### src/rtl/regfile_hilo.sv
`default_nettype none
// regfile_hilo: 32x32 GPR file plus HI/LO, written from the writeback bus, read combinationally with optional write-through bypass.
// Rev 1.0
module regfile_hilo #(
  parameter int WB_TO_RF_WD = 104,
  parameter int BYPASS      = 1
) (
  input  logic                   clk,
  input  logic                   rst,
  input  logic [WB_TO_RF_WD-1:0] wb_to_rf_bus,
  input  logic [4:0]             raddr1,
  input  logic [4:0]             raddr2,
  output logic [31:0]            rdata1,
  output logic [31:0]            rdata2,
  output logic [31:0]            hi_rdata,
  output logic [31:0]            lo_rdata
);

  localparam logic BYPASS_EN = (BYPASS != 0);

  logic        hi_we;
  logic [31:0] hi_wdata;
  logic        lo_we;
  logic [31:0] lo_wdata;
  logic        rf_we;
  logic [4:0]  rf_waddr;
  logic [31:0] rf_wdata;

  logic [31:0] regs [32];
  logic [31:0] hi;
  logic [31:0] lo;

  assign hi_we    = wb_to_rf_bus[103];
  assign hi_wdata = wb_to_rf_bus[102:71];
  assign lo_we    = wb_to_rf_bus[70];
  assign lo_wdata = wb_to_rf_bus[69:38];
  assign rf_we    = wb_to_rf_bus[37];
  assign rf_waddr = wb_to_rf_bus[36:32];
  assign rf_wdata = wb_to_rf_bus[31:0];

  // Bits above 103 on a wider bus carry nothing for this block.
  generate
    if (WB_TO_RF_WD > 104) begin : g_wide_bus
      logic unused_upper;
      assign unused_upper = ^wb_to_rf_bus[WB_TO_RF_WD-1:104];
    end
  endgenerate

  always_ff @(posedge clk) begin
    if (rst) begin
      for (int i = 0; i < 32; i++) begin
        regs[i] <= '0;
      end
      hi <= '0;
      lo <= '0;
    end else begin
      if (rf_we && (rf_waddr != 5'd0)) begin
        regs[rf_waddr] <= rf_wdata;
      end
      if (hi_we) begin
        hi <= hi_wdata;
      end
      if (lo_we) begin
        lo <= lo_wdata;
      end
    end
  end

  // $0 is forced to zero at the read side, independent of storage and bus.
  assign rdata1 = (raddr1 == 5'd0) ? 32'd0 :
                  (BYPASS_EN && rf_we && (rf_waddr == raddr1)) ? rf_wdata : regs[raddr1];
  assign rdata2 = (raddr2 == 5'd0) ? 32'd0 :
                  (BYPASS_EN && rf_we && (rf_waddr == raddr2)) ? rf_wdata : regs[raddr2];

  assign hi_rdata = (BYPASS_EN && hi_we) ? hi_wdata : hi;
  assign lo_rdata = (BYPASS_EN && lo_we) ? lo_wdata : lo;

endmodule
`default_nettype wire

### config.mk
export PLATFORM = sky130hd
export DESIGN_NAME = regfile_hilo
export DESIGN_NICKNAME = d
export VERILOG_FILES = /design/src/rtl/regfile_hilo.sv
export SDC_FILE = /design/constraint.sdc
export NUM_CORES = 2
export LEC_CHECK = 0
export ABC_AREA = 1
export BUFFER_PORTS_ARGS = -buffer_cell sky130_fd_sc_hd__buf_2
export CORE_MARGIN = 2
export CORE_UTILIZATION = 40
export CTS_CLUSTER_DIAMETER = 60
export CTS_CLUSTER_SIZE = 28
export DETAILED_ROUTE_END_ITERATION = 6
export HOLD_SLACK_MARGIN = 0.08
export SYNTH_ARGS = -nofsm -noshare
export SYNTH_HDL_FRONTEND = slang
export SYNTH_SLANG_ARGS = --single-unit
### constraint.sdc
create_clock -name clk -period 3.3 [get_ports clk]
set_input_delay 0.165 -clock clk [delete_from_list [all_inputs] [get_ports clk]]
set_output_delay 0.165 -clock clk [all_outputs]
set_load 0.005 [all_outputs]
==> results by group <==
STA
  • Final number of setup-violating endpoints: 0
  • Worst rel slew slack: 17.22%
  • RSZ-0062 raised after global routing: no
  • FMAX: 312.1 MHz
  • Worst-margin pin slew: 1.240 ns
  • Fin Clk Skew: 0 ns
  • Final Cycle Share: 97.10%
  • Fin. Hold Viols: 0
  • Final WS setup: 0.09565 ns
  • Final Slew Violations: 0
  • Setup_tns: 0 ns
  • Clock period minus worst slack: 3.204 ns

Die
  • Die area: 0.1578 mm²
  • Initial core utilization: 40.19%
  • Chip Width: 397.2 µm
  • Die Height: 397.2 µm
  • IO Pins: 244
  • Core Area: 0.1539 mm²
  • FP Rows: 144

Placed design
  • Port Buf Inserts: 243
  • DP HPWL: 145100 µm
  • Placed Instances: 9981
  • Area post-placement: 0.06542 mm²
  • Gp weighted congestion: 0.9069
  • Post-place setup slack: 0.3200 ns

Critical path
  • Reg-to-reg startpoint: lo[26]$_SDFF_PP0_
  • WP buf/inv: 4
  • CP dominant cell by count: inv_1
  • Top Family by Delay on Critical Path: simple AND/OR/NAND/NOR gates
  • Crit path launch type: input port
  • Critical path origin: raddr2[2]
  • Critical path cell sequence: buf_6 > nor2_2 > nand4_1 > inv_1 > nor2_1 > nand2_1 > inv_1 > buf_2
  • Critical path arrival: 3.04 ns
  • Worst stage delay on the critical path: 0.92 ns
  • Crit Path Max Fanout: 30
  • Crit. path cell count: 8
  • Worst Setup End Kind: primary output
  • Reg2Reg Depth: 2
  • Critical path required time: 3.13 ns
  • Slowest CP cell: nand4_1
  • WS Path Type: in -> out

Layout
  • Non-Filler Instances: 10330
  • Filler cells: 14920
  • Area Growth Syn to Fin: 14.30%
  • Post-route cell area: 0.07069 mm²
  • Commonest cells after routing, fill and taps aside: nand2_1 (2059), nand3_1 (1342), nor2_1 (1310)
  • Area of the multi-input gates: 0.02377 mm²
  • Register area: 0.03203 mm²
  • Nets: 8303
  • Layout cells sized above 1: 9.358%
  • Commonest non-fill, non-tap cell in the layout: nand2_1

Global route
  • Largest net degree at the start of global routing: 166
  • Global route overflow: 0
  • Antenna violations before repair: 10
  • Number of global-route vias before repair: 54930
  • First-pass GRT wire length: 348900 µm
  • Total global-route track usage: 29.41%

Clock tree
  • Clock Tree Buf Depth: 3
  • Clk Latency, worst-skew pair: 0.74 ns
  • CTS tree: done
  • Root buffer cell: clkbuf_16
  • CTS sink count: 1088
  • H-tree Lvls: 3
  • Worst-path clk slew: 0.06 ns
  • Setup Fix Bufs, Post-CTS: 0
  • Number of buffers created by CTS: 110

Min path
  • WHS Path Cells: 3
  • Worst hold path class: in -> reg
  • Min-delay src: wb_to_rf_bus[16]

Drt
  • DR vias/cell: 5.627
  • Iteration-0 DRC count of the detailed router: 7726
  • Post-route ant nets: 0
  • First-pass detailed-route iteration total: 7
  • WL per Instance: 23.06 µm
  • Via Count: 58150
  • Number of remaining DRC errors: 19
  • Total wire length: 238300 µm

Run
  • Max_cap viols: 0

Synthesis
  • Post-synthesis sequential area ratio: 51.80%
  • Ys Warns: 0
  • Cells after synthesis: 8098
  • Synth unique cells: 21
  • Area of the mapped netlist: 0.06184 mm²
  • Post-Syn Area per Cell: 7.637 µm²
  • FF+latch count, synth: 1088

Power
  • Power density cells: 493.9 mW/mm²
  • VDD IR max: 0.4126 mV
  • Leak pwr: 31.49 nW
  • Tot Pwr: 34.91 mW

Outcome
  • Failing checks: DRC
  • Status: finished, violations left
==> cell families after synthesis <==
family	count (synthesis)	synth area share, %
other cells	1	0.006064
compound gates	600	5.791
flops	1088	51.80
buf+inv	1588	10.21
simple gates	4821	32.20
==> final cells by class <==
class	count	area share, %
diodes	7	0.02478
clock buffers	126	4.096
clock inverters	81	1.374
inverters	924	4.960
multi-input cells	5453	33.63
flip-flops and latches	1088	45.31
well taps	2044	3.618
repair buffers	610	6.981
==> Yosys cell counts (all sizes together) <==
cell | count | area share (%)
clkinv | 1 | 0.0061
nand3 | 1344 | 11
buf | 253 | 2.1
o22ai | 6 | 0.061
o211ai | 228 | 2.8
clkbuf | 411 | 2.5
nor2 | 1314 | 8.0
nand4 | 2 | 0.020
o21ai | 181 | 1.5
edfxtp | 1024 | 50
a21oi | 185 | 1.5
nor3 | 9 | 0.081
nand2 | 2106 | 13
or2 | 46 | 0.47
conb | 1 | 0.0061
dfxtp | 64 | 2.1
inv | 923 | 5.6
==> tightest hold or removal path, stage by stage <==
cell,delay [ns]
buf_2,0.10
inv_1,0.29
nor2_1,0.18
==> through the flow <==
stage / util, % / hold WS (ns)
final: 45.94 / 0.1219
after global routing: 45.93 / 0.1488
after CTS: 45.93 / 0.08795
after detailed placement: 42.52 / 0.4490
after global placement: 42.52 / 0.4427
after floorplan: - / 0.3280
==> final timing paths <==
check                                     to  slack, ns
setup / recovery                  rdata2[30]        0.1
hold / removal    regs[19][16]$_SDFFCE_PN0P_       0.12
setup reg to reg           lo[26]$_SDFF_PP0_       2.57
hold reg to reg             lo[9]$_SDFF_PP0_       0.47
==> per-layer routing <==
metal | share of wire [%] | vias to the layer above | GRT usage (%) | routed length [µm]
met4 | 6.1 | 6 | 16.47 | 14490
li1 | - | 26300 | - | -
met1 | 39 | 27390 | 39.14 | 92220
met3 | 12 | 722 | 6.615 | 28430
met5 | 0.019 | - | 0 | 46
met2 | 43 | 3735 | 44.28 | 103100
==> where the power goes <==
group,total [mW],internal (mW),switching (mW)
logic,5.23,1.50,3.73
registers,16.1,15.8,0.254
clock network,13.6,7.39,6.22
==> state kept, by name, summed over array words and instances (netlist names) <==
| name | flops |
|---|---|
| hi | 32 |
| lo | 32 |
| regs | 1024 |
==> repair_timing <==
item,in CTS,in global routing
hold buffers,138,0
setup endpoints to repair,0,1
resized for setup,0,0
hold endpoints to repair,265,0
No activity file was read; power rests on OpenSTA's default activity.
